--- src/rtl/audio_pkg.sv ---
// Shared audio definitions for the FX chain: default sample width, stereo
// sample type and channel indices.
package audio_pkg;

  localparam int DATA_W_DEF = 16;

  localparam int LEFT  = 0;
  localparam int RIGHT = 1;

  typedef logic [1:0][DATA_W_DEF-1:0] stereo_t;

endpackage

--- src/rtl/i2s_clk_gen.sv ---
// I2S clock master timing: BCLK divider, fall-event strobe, bit-slot counter
// and LRCLK. Outputs that the DAC sees are registered.
module i2s_clk_gen
  import audio_pkg::*;
#(
  parameter int DATA_W   = DATA_W_DEF,
  parameter int BCLK_DIV = 4,
  localparam int SLOT_W  = $clog2(2*DATA_W)
) (
  input  logic              clk,
  input  logic              reset_n,
  output logic              bclk,
  output logic              lrclk,
  output logic              fall,
  output logic              load,
  output logic [SLOT_W-1:0] slot_nxt
);

  localparam int DIV_W = (BCLK_DIV > 2) ? $clog2(BCLK_DIV) : 1;

  logic [DIV_W-1:0]  div_cnt;
  logic [DIV_W-1:0]  div_nxt;
  logic [SLOT_W-1:0] slot;

  always_comb begin
    fall     = (div_cnt == DIV_W'(BCLK_DIV-1));
    div_nxt  = fall ? '0 : div_cnt + 1'b1;
    load     = fall && (slot == SLOT_W'(2*DATA_W-1));
    slot_nxt = slot;
    if (fall) begin
      slot_nxt = load ? '0 : slot + 1'b1;
    end
  end

  // bclk/lrclk are computed from next-state values so they switch on the
  // same edge as the counters (and as sdata in the top level).
  always_ff @(posedge clk or negedge reset_n) begin
    if (!reset_n) begin
      div_cnt <= '0;
      slot    <= SLOT_W'(2*DATA_W-1);
      bclk    <= 1'b0;
      lrclk   <= 1'b0;
    end else begin
      div_cnt <= div_nxt;
      slot    <= slot_nxt;
      bclk    <= (div_nxt >= DIV_W'(BCLK_DIV/2));
      lrclk   <= (slot_nxt >= SLOT_W'(DATA_W-1)) &&
                 (slot_nxt <= SLOT_W'(2*DATA_W-2));
    end
  end

endmodule

--- src/rtl/i2s_tx.sv ---
// Stereo Philips-I2S transmitter (clock master) with a one-entry holding
// register fed by a valid/ready handshake; repeats the last frame on underrun.
module i2s_tx
  import audio_pkg::*;
#(
  parameter int DATA_W   = DATA_W_DEF,
  parameter int BCLK_DIV = 4
) (
  input  logic                   clk,
  input  logic                   reset_n,
  input  logic [1:0][DATA_W-1:0] audio_in,
  input  logic                   in_valid,
  output logic                   in_ready,
  output logic                   bclk,
  output logic                   lrclk,
  output logic                   sdata,
  output logic                   underrun
);

  localparam int SLOT_W = $clog2(2*DATA_W);

  logic                   fall;
  logic                   load;
  logic [SLOT_W-1:0]      slot_nxt;
  logic [1:0][DATA_W-1:0] hold_data;
  logic                   hold_full;
  logic [1:0][DATA_W-1:0] last_data;
  logic [1:0][DATA_W-1:0] frame_src;
  logic                   accept;
  logic                   sdata_nxt;

  i2s_clk_gen #(
    .DATA_W   (DATA_W),
    .BCLK_DIV (BCLK_DIV)
  ) u_clk_gen (
    .clk      (clk),
    .reset_n  (reset_n),
    .bclk     (bclk),
    .lrclk    (lrclk),
    .fall     (fall),
    .load     (load),
    .slot_nxt (slot_nxt)
  );

  // Bit for a given slot: left MSB-first in slots 0..DATA_W-1, then right.
  function automatic logic slot_bit(input logic [1:0][DATA_W-1:0] src,
                                    input logic [SLOT_W-1:0]      slot);
    logic [2*DATA_W-1:0] word;
    word = {src[LEFT], src[RIGHT]} << slot;
    return word[2*DATA_W-1];
  endfunction

  always_comb begin
    in_ready  = !hold_full;
    accept    = in_valid && !hold_full;
    frame_src = (load && hold_full) ? hold_data : last_data;
    sdata_nxt = slot_bit(frame_src, slot_nxt);
  end

  always_ff @(posedge clk) begin
    if (accept) begin
      hold_data <= audio_in;
    end
  end

  // A sample accepted in the load cycle itself lands in the holding register
  // and waits for the next frame; the current frame underruns.
  always_ff @(posedge clk or negedge reset_n) begin
    if (!reset_n) begin
      hold_full <= 1'b0;
      last_data <= '0;
      sdata     <= 1'b0;
      underrun  <= 1'b0;
    end else begin
      underrun <= load && !hold_full;
      if (load && hold_full) begin
        last_data <= hold_data;
      end
      if (fall) begin
        sdata <= sdata_nxt;
      end
      if (accept) begin
        hold_full <= 1'b1;
      end else if (load) begin
        hold_full <= 1'b0;
      end
    end
  end

endmodule

--- config.mk ---
export PLATFORM = sky130hd
export DESIGN_NAME = i2s_tx
export DESIGN_NICKNAME = d
export VERILOG_FILES = /design/src/rtl/audio_pkg.sv /design/src/rtl/i2s_clk_gen.sv /design/src/rtl/i2s_tx.sv
export SDC_FILE = /design/constraint.sdc
export NUM_CORES = 1
export LEC_CHECK = 0
export ABC_CLOCK_PERIOD_IN_PS = 4400
export CAP_MARGIN = 20
export CORE_ASPECT_RATIO = 0.8
export CORE_MARGIN = 1
export CORE_UTILIZATION = 25
export CTS_CLUSTER_SIZE = 8
export DETAILED_ROUTE_END_ITERATION = 8
export PLACE_DENSITY = 0.49
export SETUP_SLACK_MARGIN = 0.5
export SKIP_CTS_REPAIR_TIMING = 1
export SYNTH_ARGS = -nofsm -noshare
export SYNTH_HDL_FRONTEND = slang
export SYNTH_SLANG_ARGS = --single-unit
--- constraint.sdc ---
create_clock -name clk -period 4.4 [get_ports clk]
set_clock_uncertainty 0.05 [all_clocks]
set_input_delay 0.88 -clock clk [delete_from_list [all_inputs] [get_ports clk]]
set_output_delay 0.88 -clock clk [all_outputs]
set_load 0.02 [all_outputs]
# Word level (Yosys, flattened, before mapping)
# Index checks and enable logic that the tools add are counted.
[totals]
out_inout_bits = 5
reg_bits = 76
mem_bits_rw = 0
wordCells = 32
romBits = 0
latch_bits = 0
mem_count = 0
[classes]
eq_ne = 2
bitwise = 0
mul = 0
order_cmp = 3
n_mux = 6
addsub = 2
n_shift = 1
n_div = 0
reduce_logical = 7
[op_table]
columns = ["op", "n"]
rows = [
  ["32-bit 2-to-1 mux", 1],
  ["32-bit by 5-bit << shifter with 32-bit output", 1],
  ["5-bit 2-to-1 mux", 2],
  ["5-bit by 1-bit adder with 5-bit output (second input constant)", 1],
  ["5-bit equality test (second input constant)", 1],
  ["5-bit by 4-bit greater-or-equal comparator with 1-bit output (second input constant)", 1],
  ["5-bit <= comparator (second input constant)", 1],
  ["1-bit logical AND", 5],
  ["2-bit by 1-bit adder with 2-bit output (second input constant)", 1],
  ["2-bit equality test (second input constant)", 1],
  ["2-bit greater-or-equal comparator (second input constant)", 1],
  ["1-bit 2-to-1 mux", 2],
  ["2-bit 2-to-1 mux", 1],
  ["2-bit nonzero test", 1],
  ["1-bit logical NOT", 1],
]

# Logic depth before layout (Yosys ltp)
# Gate-level depths: netlist (run 1).
[logic_depth]
ltp_word = 6
depth_mapped = 12

# By module
# Synthesis (run 1) repeated with hierarchy kept, for this count alone.
[unflattened]
cells_unflattened = 200
area_unflattened_um2 = 3188.1
[by_module_without_submodules]
columns = ["module", "area_each_um2", "cells_per_inst", "instances", "seq_area_each_um2"]
rows = [
  ["i2s_tx", 2778.9, 163, 1, 1836.8],
  ["i2s_clk_gen", 409.1, 37, 1, 206.4],
]

# Worst setup path before layout (run 1)
# Ideal clock, no wire load.
[synth_path]
path_kind = "in2reg"
start = "input in_valid"
end = "register hold_data[0] (netlist bit), enable pin"
setup_ps = 425
path_slack_ps = 1598
stages = 1
arrival_time_ps = 2328
required_time_ps = 3925
cell_sequence = "nor2b_1"
[synth_via]
elab_chain_cells = 1
[synth_lines]
columns = ["element", "line", "source"]
rows = [
  ["start, declared", "i2s_tx.sv:12", "input logic in_valid,"],
  ["1-bit logical AND", "i2s_tx.sv:55", "accept = in_valid && !hold_full;"],
  ["end signal, assigned", "i2s_tx.sv:62", "hold_data <= audio_in;"],
  ["end, declared", "i2s_tx.sv:25", "logic [1:0][DATA_W-1:0] hold_data;"],
]
# Every way passes these cells.
# A chain may end at the register's enable or synchronous reset.

# Worst setup path in the final report (run 1)
[layout_path]
start = "register u_clk_gen.slot[0]"
end = "register sdata"
[layout_via]
elab_chain_cells = 5
word_cells_on_any_way = 8
classes_between = "add/sub (1); eq/ne (1); shift (1); mux (3); reduce/logical (2)"
[layout_lines]
columns = ["element", "line", "source"]
rows = [
  ["start, declared", "i2s_clk_gen.sv:23", "logic [SLOT_W-1:0] slot;"],
  ["start signal, assigned", "i2s_clk_gen.sv:40", "slot <= SLOT_W'(2*DATA_W-1);"],
  ["start signal, assigned", "i2s_clk_gen.sv:45", "slot <= slot_nxt;"],
  ["branches (longest 4 deep; another with 5-bit by 1-bit adder with 5-bit output)", "n/a", ""],
  ["32-bit by 5-bit << shifter with 32-bit output *", "i2s_tx.sv:49", "word = {src[LEFT], src[RIGHT]} << slot;"],
  ["end signal, assigned", "i2s_tx.sv:80", "sdata <= sdata_nxt;"],
  ["end, declared", "i2s_tx.sv:16", "output logic sdata,"],
]
# Every way passes the cells marked *.

==> impl_metrics.json, run 1 <==
{
  "status": "completed",
  "combPwrFrac": 0.027,
  "hold_viol_final": 0,
  "num_io_pins": 40,
  "num-fill-cells": 1233,
  "clock-sinks": 75,
  "p_per_area_nw_per_um2": 363,
  "syn_inst": 217,
  "postSynthNetCount": 255,
  "first_pass_iters": 5,
  "wl_um": 6220,
  "floorplan.initialDensity": 0.262,
  "instances_no_fill": 439,
  "arrival_ps": 3610,
  "grt_pass1_wl_um": 10300,
  "clock.fmax_mhz": 289,
  "clockBufferDepth": 2,
  "antenna_found_initial": 0,
  "hp-class": "input pin to asynchronous set/reset pin",
  "setup_viol": 0,
  "peakVddDrop_mv": 0.184,
  "end_kind": "register",
  "p_int_mw": 1.21,
  "dpl.cell_count": 422,
  "fp.dieW_um": 129,
  "ctsRootBufferMaster": "clkbuf_16",
  "critPathMaxFanout": 32,
  "p_clk_frac": 0.483,
  "cts_buffers": 9,
  "diodes": 0,
  "min_period_ps": 3460,
  "synth_top_area_cell": "edfxtp_1",
  "wire_per_inst_um": 14.2,
  "grt_usage": 0.104,
  "synth_async_sr_flop_share": 0.573,
  "utilization": 0.332,
  "synth_edf_count": 32,
  "cap_viol_max_count": 0,
  "cts_tree": "yes",
  "drc": 0,
  "synth.distinct_cells": 45,
  "synth_top_area_share": 0.297,
  "final_cell_mix": "dfrtp_1 (38), clkdlybuf4s50_1 (38), edfxtp_1 (32)",
  "path_clk_slew_ps": 60,
  "regArea_um2": 2040,
  "dieHeight_um": 104,
  "postRouteAntennaNets": 0,
  "grt_setup_unrepaired": "false",
  "tightest_slew_ps": 733,
  "yosys_warnings": 0,
  "final.period_utilization": 0.786,
  "synth-seq-cells": 75,
  "place_hpwl_um": 4290,
  "synth_area_leaders": "edfxtp_1 (30%), dfrtp_1 (29%), mux2i_1 (5.9%)",
  "core-area_um2": 12400,
  "rows": 36,
  "drive_gt1_frac": 0.168,
  "pwr-share-seq": 0.491,
  "p_sw_frac": 0.187,
  "place_congestion": 0.711,
  "critPathKind": "register to register",
  "viasPerCell": 4.22,
  "synthFlopType": "dfrtp_1",
  "htree_levels": 3,
  "vias": 1854,
  "grt_pass1_vias": 1880,
  "multi_input_area_um2": 1050,
  "tns_ps": 0,
  "final_design_area_no_fill_um2": 4110,
  "grt_max_degree": 44,
  "netlist_area_um2": 3240,
  "die_area_um2": 13400,
  "synth_seq_area_share": 0.631,
  "slew-limit-headroom": 0.509,
  "netSwitchingPower_mw": 0.279,
  "syn_to_final_growth_pct": 26.9,
  "port_buffers": 39,
  "grt_overflow": 0,
  "total_power_mw": 1.49,
  "first_iter_violations": 63,
  "worst_setup_path_start_kind": "register",
  "finalMaxSlewViolations": 0,
  "critPathRequiredTime_ps": 4550,
  "leakage_nw": 1.85,
  "syn_avg_cell_area_um2": 14.9,
  "nets": 301,
  "clk_latency_ps": 330,
  "placed_cell_area_um2": 3800
}
[Yosys cell counts, types with 2 or more instances]
cell type / instances
o32a_1: 2
o211ai_1: 3
a21oi_1: 3
mux4_1: 3
dfstp_2: 5
mux2_1: 13
inv_1: 21
edfxtp_1: 32
buf_4: 2
nand3_1: 2
nand2_1: 3
buf_6: 3
mux2_2: 7
o21ai_1: 2
nor3_1: 3
mux2i_1: 19
o221ai_1: 4
o21ai_0: 6
a2bb2oi_2: 3
buf_2: 3
o22ai_1: 5
nor2_1: 10
nand2b_1: 2
dfrtp_1: 38
ha_1: 3
[logic make-up (layout without fill, tap and decap cells)]
| logic type | count (synthesis) | after routing | share of synthesized area |
|---|---|---|---|
| flops | 75 | 75 | 0.631 |
| simple gates | 27 | 27 | 0.0483 |
| buf+inv | 30 | 81 | 0.0452 |
| fa+ha+maj | 3 | 3 | 0.0116 |
| mux | 44 | 44 | 0.166 |
| xor+xnor | 2 | 2 | 0.00541 |
| compound gates | 36 | 36 | 0.0923 |
[power by group through the flow]
stage               Clock, mW  Combinational (mW)  Sequential (mW)
CTS                     0.744              0.0388            0.731
floorplan                   0            0.000123            0.745
global route            0.766              0.0435            0.731
global placement            0              0.0384            0.744
detailed placement          0              0.0385            0.744
finish                  0.719              0.0396            0.731
[worst max-delay path, stage by stage, from the launching register on]
cell	delay [ps]
dfstp_2	710
ha_1	240
and3_1	160
ha_1	370
nand3_4	480
mux4_2	630
nor3_1	180
a211oi_2	70
a221oi_2	330
a311oi_2	70
[area by class of cell]
type                    count  area share
clock buffers              13      0.0609
clock inverters             3     0.00974
multi-input cells         112       0.256
inverters                  22      0.0201
flip-flops and latches     75       0.497
well taps                 171      0.0521
repair buffers             43       0.104
[flip-flops by register name, summed over array words and instances (netlist names)]
signal             cells
last_data             32
underrun               1
u_clk_gen.div_cnt      1
hold_full              1
hold_data             32
u_clk_gen.slot         5
sdata                  1
u_clk_gen.lrclk        1
u_clk_gen.bclk         1
[metal layers]
| layer | part of all wire | track usage | up-vias | routed length, um |
|---|---|---|---|---|
| li1 | - | - | 900 | - |
| met1 | 0.51 | 0.140 | 911 | 3150 |
| met2 | 0.44 | 0.147 | 34 | 2710 |
| met3 | 0.045 | 0.0413 | 9 | 280 |
| met4 | 0.014 | 0.0429 | 0 | 85 |
| met5 | 0 | 0 | - | 0 |
[final timing paths]
| check | startpoint | endpoint | slack [ps] | cells past startpoint |
|---|---|---|---|---|
| max in group asynchronous | reset_n | u_clk_gen.slot[0]$_DFF_PN1_ | 3460 | 2 |
| min | reset_n | u_clk_gen.lrclk$_DFF_PN0_ | 330 | 1 |
| max | u_clk_gen.slot[0]$_DFF_PN1_ | sdata$_DFFE_PN0N_ | 940 | 9 |
| max reg2reg | u_clk_gen.slot[0]$_DFF_PN1_ | sdata$_DFFE_PN0N_ | 940 | 9 |
| min in group clk | u_clk_gen.div_cnt[0]$_DFF_PN0_ | u_clk_gen.div_cnt[0]$_DFF_PN0_ | 380 | 1 |
| min reg2reg | u_clk_gen.div_cnt[0]$_DFF_PN0_ | u_clk_gen.div_cnt[0]$_DFF_PN0_ | 380 | 1 |
[stage by stage]
| stage | setup slack [ps] | hold WS (ps) |
|---|---|---|
| final | 941 | 327 |
| after detailed placement | 910 | 376 |
| after global placement | 1020 | 363 |
| after CTS | 911 | 385 |
| after floorplan | 1600 | 351 |
| after global routing | 689 | 321 |
Note: power is estimated with default switching activity, not from simulation.
==> inputs of run 2 (changes only) <==
--- a/config.mk
+++ b/config.mk
@@ -5,7 +5,7 @@
 export SDC_FILE = /design/constraint.sdc
 export NUM_CORES = 1
 export LEC_CHECK = 0
-export ABC_CLOCK_PERIOD_IN_PS = 4400
+export ABC_CLOCK_PERIOD_IN_PS = 3300
 export CAP_MARGIN = 20
 export CORE_ASPECT_RATIO = 0.8
 export CORE_MARGIN = 1
==> constraint.sdc (replaced) <==
create_clock -name clk -period 3.3 [get_ports clk]
set_clock_uncertainty 0.05 [all_clocks]
set_input_delay 0.66 -clock clk [delete_from_list [all_inputs] [get_ports clk]]
set_output_delay 0.66 -clock clk [all_outputs]
set_load 0.02 [all_outputs]
==> run 2 against run 1 <==
Final cell count up 6.4%. Critical path depth up 2. Largest cell class unchanged. Global-route usage down 0.24 points. Hold slack better by 49 ps.
==> impl_metrics.json, run 2 (synthesis results as in run 1) <==
{
  "status": "completed",
  "port_buffers": 39,
  "dieHeight_um": 104,
  "critPathMaxFanout": 7,
  "critPathKind": "register to register",
  "min_period_ps": 2750,
  "total_power_mw": 1.99,
  "clock-sinks": 75,
  "worst_path_dominant_cell_family": "compound AO/OA/AOI/OAI gates",
  "final.period_utilization": 0.833,
  "rows": 36,
  "arrival_ps": 2900,
  "clockBufferDepth": 2,
  "clock.fmax_mhz": 364,
  "final_cell_mix": "dfrtp_1 (38), clkdlybuf4s50_1 (38), edfxtp_1 (32)",
  "multi_input_area_um2": 1120,
  "grt_overflow": 0,
  "drive_gt1_frac": 0.270,
  "htree_levels": 3,
  "ctsRootBufferMaster": "clkbuf_16",
  "timing.critical_path.buf_inv": 1,
  "wire_per_inst_um": 14.4,
  "p_sw_frac": 0.191,
  "grt_pass1_vias": 1883,
  "worst_setup_path_start_kind": "register",
  "utilization": 0.354,
  "cp_common_cell": "ha_4",
  "p_clk_frac": 0.485,
  "hold_viol_final": 0,
  "nets": 329,
  "p_int_mw": 1.61,
  "grt_max_degree": 44,
  "place_hpwl_um": 4320,
  "grt_setup_unrepaired": "true",
  "holdWs_ps": 376,
  "floorplan.initialDensity": 0.262,
  "num-fill-cells": 1210,
  "tns_ps": 0,
  "drc": 0,
  "place_congestion": 0.719,
  "setup_viol": 0,
  "core-area_um2": 12400,
  "antenna_found_initial": 0,
  "top_regs": "hold_data x32, last_data x32, u_clk_gen.slot x5",
  "num_io_pins": 40,
  "hp-class": "register to register",
  "critPathRequiredTime_ps": 3450,
  "netSwitchingPower_mw": 0.380,
  "leakage_nw": 1.96,
  "end_kind": "register",
  "diodes": 0,
  "p_per_area_nw_per_um2": 454,
  "cts_buffers": 9,
  "cts_tree": "yes",
  "combPwrFrac": 0.025,
  "finalMaxSlewViolations": 0,
  "cap_viol_max_count": 0,
  "pwr-share-seq": 0.490,
  "cp_slowest_cell": "dfstp_2",
  "vias": 1996,
  "syn_to_final_growth_pct": 35.2,
  "clk_latency_ps": 330,
  "first_pass_iters": 4,
  "postRouteAntennaNets": 0,
  "regArea_um2": 2040,
  "viasPerCell": 4.27,
  "cp_cell_sequence": "ha_4 -> and3_4 -> ha_4 -> buf_6 -> nand2b_4 -> mux2i_4 -> mux2i_1 -> a21oi_1 -> o32a_1 -> a221oi_2 -> a311oi_2",
  "grt_usage": 0.102,
  "fp.dieW_um": 129,
  "grt_pass1_wl_um": 10000,
  "path_clk_slew_ps": 60,
  "wl_um": 6740,
  "tightest_slew_ps": 994,
  "crit_path_max_incr_delay_ps": 400,
  "die_area_um2": 13400,
  "first_iter_violations": 62,
  "peakVddDrop_mv": 0.233,
  "slew-limit-headroom": 0.337
}
## run 2: path summary, 6_finish.rpt
path / start / end / slack (ps) / cells past startpoint
worst max-delay path: u_clk_gen.slot[1]$_DFF_PN1_ / sdata$_DFFE_PN0N_ / 550 / 11
worst min-delay path: u_clk_gen.div_cnt[0]$_DFF_PN0_ / u_clk_gen.div_cnt[0]$_DFF_PN0_ / 380 / 1
max in group asynchronous: reset_n / last_data[3]$_DFF_PN0_ / 2140 / 1
worst min register to register: u_clk_gen.div_cnt[0]$_DFF_PN0_ / u_clk_gen.div_cnt[0]$_DFF_PN0_ / 380 / 1
worst max register to register: u_clk_gen.slot[1]$_DFF_PN1_ / sdata$_DFFE_PN0N_ / 550 / 11
min in group asynchronous: reset_n / last_data[20]$_DFF_PN0_ / 450 / 1
## run 2: stage by stage
stage	instance area, um^2	std cells	setup WS [ps]
2_1_floorplan	3240	217	684
3_3_place_gp	3840	427	368
3_5_place_dp	3840	427	354
4_1_cts	4130	443	341
5_1_grt	4380	467	452
6_report	4380	467	551
## run 2: final cells by class
class | instances | share of cell area
Inverter | 22 | 0.0189
Sequential cell | 75 | 0.466
Clock inverter | 5 | 0.0120
Clock buffer | 11 | 0.0554
Timing Repair Buffer | 70 | 0.142
Tap cell | 171 | 0.0488
Multi-Input combinational cell | 113 | 0.256
## run 2: layer usage
metal / global-route usage / part of all wire / up-vias
li1: - / - / 956
met4: 0.0378 / 0.018 / 0
met1: 0.146 / 0.51 / 988
met5: 0 / 0 / -
met2: 0.137 / 0.43 / 39
met3: 0.0367 / 0.043 / 13
## run 2: power groups by stage
stage / Combinational, mW / Clock (mW) / Sequential (mW)
after global routing: 0.0546 / 1.03 / 0.974
final: 0.0499 / 0.966 / 0.975
after global placement: 0.0513 / 0 / 0.992
after CTS: 0.0517 / 0.993 / 0.975
after detailed placement: 0.0513 / 0 / 0.992
after floorplan: 0.000163 / 0 / 0.993
